## config.mk

```make
export PLATFORM = sky130hd
export DESIGN_NAME = fifo_wr_arbiter
export DESIGN_NICKNAME = d
export VERILOG_FILES = /design/src/rtl/fifo_pkg.sv /design/src/rtl/fifo_wr_arbiter_rr_pick.sv /design/src/rtl/fifo_wr_arbiter.sv
export SDC_FILE = /design/constraint.sdc
export NUM_CORES = 1
export LEC_CHECK = 0
export ABC_AREA = 1
export BUFFER_PORTS_ARGS = -buffer_cell sky130_fd_sc_hd__buf_2
export CELL_PAD_IN_SITES_DETAIL_PLACEMENT = 1
export CELL_PAD_IN_SITES_GLOBAL_PLACEMENT = 2
export CORE_AREA = 2 2 85 87
export DETAILED_ROUTE_END_ITERATION = 12
export DIE_AREA = 0 0 87 89
export PLACE_DENSITY_LB_ADDON = 0.1
export SYNTH_ARGS = -nofsm -noshare
export SYNTH_HDL_FRONTEND = slang
export SYNTH_HIERARCHICAL = 1
export SYNTH_SLANG_ARGS = --single-unit
```

## constraint.sdc

```tcl
create_clock -name clk -period 4 [get_ports clk]
set_clock_uncertainty 0.15 [all_clocks]
set_input_delay 0.6 -clock clk [delete_from_list [all_inputs] [get_ports clk]]
set_output_delay 0.6 -clock clk [all_outputs]
set_load 0.05 [all_outputs]
```

## src/rtl/fifo_pkg.sv

```systemverilog
// Shared definitions for the async FIFO write/read side logic:
// data width, arbiter state encoding and a circular first-set picker.
package fifo_pkg;

    localparam int FIFO_DW = 16;

    // Widest request vector the picker handles (N_REQ is at most 8).
    localparam int RR_MAX = 8;

    typedef enum logic [0:0] {
        ARB_IDLE  = 1'b0,
        ARB_BURST = 1'b1
    } arb_state_e;

    // Returns {any, index}: the first set bit of valid[n-1:0], searching
    // upwards from ptr and wrapping n-1 -> 0. ptr must be below n.
    function automatic logic [3:0] rr_pick(
        input logic [RR_MAX-1:0] valid,
        input logic [2:0]        ptr,
        input logic [3:0]        n
    );
        logic       found;
        logic [2:0] pick;
        logic [3:0] pos;
        found = 1'b0;
        pick  = 3'd0;
        for (int k = 0; k < RR_MAX; k++) begin
            pos = {1'b0, ptr} + 4'(k);
            if (pos >= n) begin
                pos = pos - n;
            end
            if (!found && (4'(k) < n) && valid[pos[2:0]]) begin
                found = 1'b1;
                pick  = pos[2:0];
            end
        end
        return {found, pick};
    endfunction

endpackage

```

## src/rtl/fifo_wr_arbiter_rr_pick.sv

```systemverilog
// rr_priority_pick: combinational circular priority encoder. Given a
// valid vector and a start pointer it reports the first valid index at
// or after the pointer (wrapping) and whether any input is valid.
module rr_priority_pick
    import fifo_pkg::*;
#(
    parameter int N  = 4,
    localparam int IW = $clog2(N)
) (
    input  logic [N-1:0]  valid,
    input  logic [IW-1:0] ptr,
    output logic [IW-1:0] idx,
    output logic          any
);

    logic [RR_MAX-1:0] valid_ext;
    logic [2:0]        ptr_ext;
    logic [3:0]        pick;
    logic              unused_pick;

    // Widen to the picker's fixed width and run the circular search.
    always_comb begin
        valid_ext          = '0;
        valid_ext[N-1:0]   = valid;
        ptr_ext            = '0;
        ptr_ext[IW-1:0]    = ptr;
        pick               = rr_pick(valid_ext, ptr_ext, 4'(N));
    end

    assign any = pick[3];
    assign idx = pick[IW-1:0];

    // Upper index bits are always zero for small N.
    assign unused_pick = ^pick;

endmodule

```

## src/rtl/fifo_wr_arbiter.sv

```systemverilog
// fifo_wr_arbiter: round-robin arbiter sharing the async FIFO write port
// between N_REQ valid/ready producers. A grant lasts up to MAX_BURST words
// or until the grantee drops valid; wfull stalls the burst in place.
// Optional feature macro: WR_ARB_PARITY_FILTER_EN -- transfers of
// even-parity words are acknowledged but not written to the FIFO.
module fifo_wr_arbiter
    import fifo_pkg::*;
#(
    parameter int N_REQ     = 4,
    parameter int DW        = FIFO_DW,
    parameter int MAX_BURST = 4,
    localparam int GW       = $clog2(N_REQ)
) (
    input  logic              clk,
    input  logic              rst_n,
    input  logic [N_REQ-1:0]  req_valid,
    input  logic [N_REQ*DW-1:0] req_data,
    output logic [N_REQ-1:0]  req_ready,
    input  logic              wfull,
    output logic              winc,
    output logic [DW-1:0]     wdata,
    output logic [GW-1:0]     grant_id,
    output logic              busy
);

    localparam logic [0:0] S_IDLE  = ARB_IDLE;
    localparam logic [0:0] S_BURST = ARB_BURST;

    logic [0:0]    state_q,  state_d;
    logic [GW-1:0] grant_q,  grant_d;
    logic [GW-1:0] rr_ptr_q, rr_ptr_d;
    logic [3:0]    beat_q,   beat_d;

    logic [GW-1:0] pick_idx;
    logic          pick_any;
    logic          grant_valid;
    logic          xfer;
    logic [3:0]    beat_inc;
    logic          last_beat;
    logic [GW-1:0] rr_next;

    rr_priority_pick #(
        .N (N_REQ)
    ) u_pick (
        .valid (req_valid),
        .ptr   (rr_ptr_q),
        .idx   (pick_idx),
        .any   (pick_any)
    );

    assign grant_valid = req_valid[grant_q];
    assign xfer        = (state_q == S_BURST) && grant_valid && !wfull;
    assign beat_inc    = beat_q + 4'd1;
    assign last_beat   = (beat_inc == 4'(MAX_BURST));
    assign rr_next     = (grant_q == GW'(N_REQ - 1)) ? '0 : grant_q + 1'b1;

    // The granted producer's slice is always presented on the write bus.
    assign wdata    = req_data[grant_q*DW +: DW];
    assign grant_id = grant_q;
    assign busy     = (state_q == S_BURST);

    for (genvar gi = 0; gi < N_REQ; gi++) begin : g_ready
        assign req_ready[gi] = xfer && (grant_q == GW'(gi));
    end

`ifdef WR_ARB_PARITY_FILTER_EN
    // Even-parity words are consumed from the producer but never written.
    assign winc = xfer && (^wdata);
`else
    assign winc = xfer;
`endif

    // Next-state: grant in IDLE, count beats and close bursts in BURST.
    always_comb begin
        state_d  = state_q;
        grant_d  = grant_q;
        rr_ptr_d = rr_ptr_q;
        beat_d   = beat_q;
        case (state_q)
            S_IDLE: begin
                if (pick_any && !wfull) begin
                    grant_d = pick_idx;
                    beat_d  = '0;
                    state_d = S_BURST;
                end
            end
            default: begin
                if (!grant_valid) begin
                    state_d  = S_IDLE;
                    rr_ptr_d = rr_next;
                end else if (xfer) begin
                    beat_d = beat_inc;
                    if (last_beat) begin
                        state_d  = S_IDLE;
                        rr_ptr_d = rr_next;
                    end
                end
            end
        endcase
    end

    // Arbiter state registers with asynchronous active-low reset.
    always_ff @(posedge clk or negedge rst_n) begin
        if (!rst_n) begin
            state_q  <= S_IDLE;
            grant_q  <= '0;
            rr_ptr_q <= '0;
            beat_q   <= '0;
        end else begin
            state_q  <= state_d;
            grant_q  <= grant_d;
            rr_ptr_q <= rr_ptr_d;
            beat_q   <= beat_d;
        end
    end

endmodule
```

======== Word-level counts from Yosys, hierarchy flattened ========
Cells that the tools add are included.
word-level totals
  register bits after elaboration ......... 9
  input port bits ......................... 71
  output and inout bits ................... 24
  word-level logic and storage cells ...... 86
cells by class
  $add $sub $neg .......................... 9
  $lt $le $gt $ge ......................... 9
  equal/unequal tests ..................... 8
  shifts and indexed selects .............. 1
  multiplexer cells ....................... 35
  bitwise gates (word level) .............. 1
  reduce and logical (&&, ||, !) cells .... 19
operators by type and width
  cell                                                                number
  indexed part select 64 x 7 -> 16 bit                                1
  less-than comparator 3 x 4 -> 1 bit (second input constant)         4
  2-to-1 mux 2 bit                                                    8
  2-to-1 mux 4 bit                                                    4
  2-to-1 mux 1 bit                                                    14
  binary-select mux 1 bit (select 3 bit)                              4
  greater-or-equal comparator 4 x 3 -> 1 bit (second input constant)  3
  2-to-1 mux 3 bit                                                    4
  logical AND 1 bit                                                   10
  subtractor 3 bit (second input constant)                            3
  inequality test 2 x 1 -> 1 bit (second input constant)              4
  adder 2 x 2 -> 3 bit (second input constant)                        2
  AND reduction 3 bit                                                 2
  adder 4 x 1 -> 4 bit (second input constant)                        1
  equality test 2 bit (second input constant)                         2
  equality test 4 x 3 -> 1 bit (second input constant)                1
  zero test 1 bit                                                     4
  adder 2 x 1 -> 3 bit (second input constant)                        1
  greater-or-equal comparator 2 x 3 -> 1 bit (second input constant)  1
  less-than comparator 2 x 3 -> 1 bit (second input constant)         1
  subtractor 2 x 3 -> 3 bit (second input constant)                   1
  adder 2 x 1 -> 2 bit (second input constant)                        1
  binary-select mux 1 bit (select 2 bit)                              1
  equality test 2 x 1 -> 1 bit (second input constant)                1
  other kinds (4)                                                     4

======== Depth between registers and ports, before layout ========
  word-level depth ........................ 17
  mapped depth ............................ 12
  gate-level depth less buffers ........... 12

======== By module ========
Netlist, hierarchy kept.
by module, submodules not included
  module            instances  cells an instance  area each (µm²)  seq. area each (µm²)
  fifo_wr_arbiter   1          169                1,049.8          225.2
  rr_priority_pick  1          59                 294.0            0.0

======== Worst setup path after synthesis ========
OpenSTA, ideal clock, no wires.
  path kind ............................... register -> output
  start ................................... register grant_q[0] (netlist: grant_id[0])
  end ..................................... output port wdata[10]
  arrival time ............................ 2.006 ns
  required time ........................... 3.250 ns
  setup slack ............................. 1.244 ns
  stages on the path, launching flop included .. 5
  buffers on the path ..................... 2
  cells stage by stage .................... dfrtp_1 > buf_6 > clkbuf_1 > nor2_1 > o22ai_1
between the ends
  word-level cells in the longest chain between the ends .. 1
ends and longest elaborated chain
  what                                  RTL line                source
  from (decl)                           fifo_wr_arbiter.sv:30   logic [GW-1:0] grant_q, grant_d;
  from (signal assigned)                fifo_wr_arbiter.sv:111  grant_q <= grant_d;
  indexed part select 64 x 7 -> 16 bit  fifo_wr_arbiter.sv:58   assign wdata = req_data[grant_q*DW +: DW];
  to (decl)                             fifo_wr_arbiter.sv:21   output logic [DW-1:0] wdata,
No other way between the ends.

======== Final worst setup path ========
  start ................................... register grant_q[1] (netlist: grant_id[1])
  end ..................................... output port winc
between the ends
  word-level cells in the longest chain between the ends .. 4
ends and longest elaborated chain
  what                                    RTL line               source
  binary-select mux 1 bit (select 2 bit)  fifo_wr_arbiter.sv:51  assign grant_valid = req_valid[grant_q];
  2-to-1 mux 1 bit (not written as such)  fifo_wr_arbiter.sv:51
  logical AND 1 bit (2 in series)         fifo_wr_arbiter.sv:52  assign xfer = (state_q == S_BURST) && grant_valid && !wfull;
  to (decl)                               fifo_wr_arbiter.sv:20  output logic winc,
No other way between the ends. The select of a mux whose other input is x is not followed.

==> run metrics <==
first-pass GRT wire length=8.40 mm; leakage=1.03 nW; final setup fails=0; Fmax=0.355 GHz; Cells after Synth=228; Data required, critical path=3250 ps; # hold bufs at CTS=0; endpoints failing hold=0; CTS HTree Levels=1; GRT Total Usage=13.1%; largest net degree at the start of global routing=38; top sig layer=met3; flops & latches, synth=9; Top delay family on crit path=flip-flops; clk slew on worst S/H paths=50 ps; layout cells sized above 1=39.2%; met3 WL=333 um; drt first pass iters=4; Buf+Inv Stages, Crit Path=3; root buf cell=clkbuf_8; Metal-1 WL=2.59 mm; vias in the first global route=1744; Mapped Nets=305; run status=finished, final reports clean; CP Capture Type=output pin; met2 wire len=2.46 mm; fin. max-slew vios=0; Synth cell types=23; Clock Path Buffers=2; Die Y=89 um; drt via density=4.57; post-CTS resize count=0; worst setup margin=1180 ps; post-synthesis cell area=0.00134 sq mm; initial drt markers=18; min Tclk post-route=2820 ps; row cnt=30; die area=0.00774 sq mm; worst-case reg-to-reg path depth=9; clock sink total=9; critical path class=register to output pin; ant diodes=0; # Post-CTS Setup Buffers=0; CP max stage delay=760 ps; setup TNS=0 ps; most common cell after layout, fill and taps aside=buf_2; Synth Warn #=6; worst skew pair latency=230 ps; total power=0.00172 W; Tightest Pin Transition=654 ps; Max Fanout on Critical Path=21; cell mode on critical path=nand2_2; wire per inst=13.6 um; Worst VDD drop=250 uV; Seq/Total Area, Yosys=16.8%; die width=87 um; commonest cells after routing, fill and taps aside=buf_2, nand2_1, nor2_1; GRT overflow=0; Tcrit/Tclk final=70.5%; Hold Crit Class=input pin to asynchronous set/reset pin; TritonCTS Buffers=3; syn_area_per_cell=5.89 sq um; slowest CP cell=dfrtp_1; Routed Antenna Nets=0; relative slew slack=56.4%; pre-CTS setup slack=1360 ps; initial antenna violation count=0; # IOs=95; MaxCap Viol Count=0; TritonCTS clock tree=built; final net count=394; Detailed Place HPWL=4.22 mm; crit-path cells=inv_2, nand3_2, nand2_2, nand2_2, inv_1, buf_2; final wirelength=5.38 mm; RSZ-0062 raised after global routing=no; Placer Congestion=0.719; DRC=0; Area Overhead vs Synth=40.9%; Port Buffers=94; routed via count=1808; pwr dens=907 mW/mm^2; starting density of the core=20.0%; critical path depth=6; FILL cells=916; crit path launch type=register; core area=0.00672 sq mm; Crit path arrival time=2070 ps
per-layer routing:
layer / up-vias / global-route usage, %
li1: 926 / -
met1: 826 / 17.7
met2: 56 / 23.3
met3: 0 / 1.57
met4: 0 / 1.28
met5: - / 0
worst paths after layout:
kind | start | end | slack, ps
max | grant_id[1] | winc | 1180
min | rst_n | beat_q[1] | 70
max reg2reg | rr_ptr_q[0] | grant_id[0] | 1930
min reg2reg | beat_q[0] | beat_q[0] | 410
max in group asynchronous | rst_n | rr_ptr_q[0] | 3430
min in group clk | beat_q[0] | beat_q[0] | 410
registers in the layout, indices dropped and copies added (netlist names):
signal,count
beat_q,4
busy,1
grant_id,2
rr_ptr_q,2
cell families (layout without fill, tap and decap cells):
kind of cell / Yosys count / in the layout / share of synthesized area [%]
fa+ha+maj: 6 / 6 / 5.59
flops: 9 / 9 / 16.8
compound gates: 56 / 56 / 22.6
simple gates: 121 / 121 / 41.9
buf+inv: 36 / 124 / 13.1
cells in the mapped netlist (all sizes together):
cell type / count / area [sq um]
dfrtp: 9 / 225
nand3b: 1 / 7.51
o21ai: 37 / 189
ha: 6 / 75.1
nand3: 18 / 125
clkbuf: 4 / 16.3
o22ai: 16 / 100
nand4: 2 / 12.5
inv: 24 / 95.1
a21oi: 3 / 15.0
nand2: 56 / 245
nor2: 44 / 173
buf: 8 / 65.1
where the power goes:
| part | leakage [nW] | switching (W) | internal, W | total (W) |
|---|---|---|---|---|
| Clock | 0.0228 | 0.0000380 | 0.0000697 | 0.000108 |
| Combinational | 0.894 | 0.00104 | 0.000361 | 0.00140 |
| Sequential | 0.115 | 0.0000834 | 0.000125 | 0.000208 |
final cells by class:
cell class	count	area, sq um	area share (%)
Clock buffer	4	45.0	2.38
Inverter	24	95.1	5.02
Tap cell	80	100	5.29
Sequential cell	9	225	11.9
Multi-Input combinational cell	183	942	49.8
Timing Repair Buffer	96	485	25.6
through the flow:
stage | area [sq um] | util [%] | instances | hold slack [ps]
after floorplan | 1340 | - | 228 | 154
after global placement | 1850 | 27.5 | 392 | 326
after detailed placement | 1850 | 27.5 | 392 | 326
after CTS | 1890 | 28.2 | 396 | 74.8
after global routing | 1890 | 28.2 | 396 | 78.5
final | 1890 | 28.2 | 396 | 69.2
No activity file was read; power rests on OpenSTA's default activity.
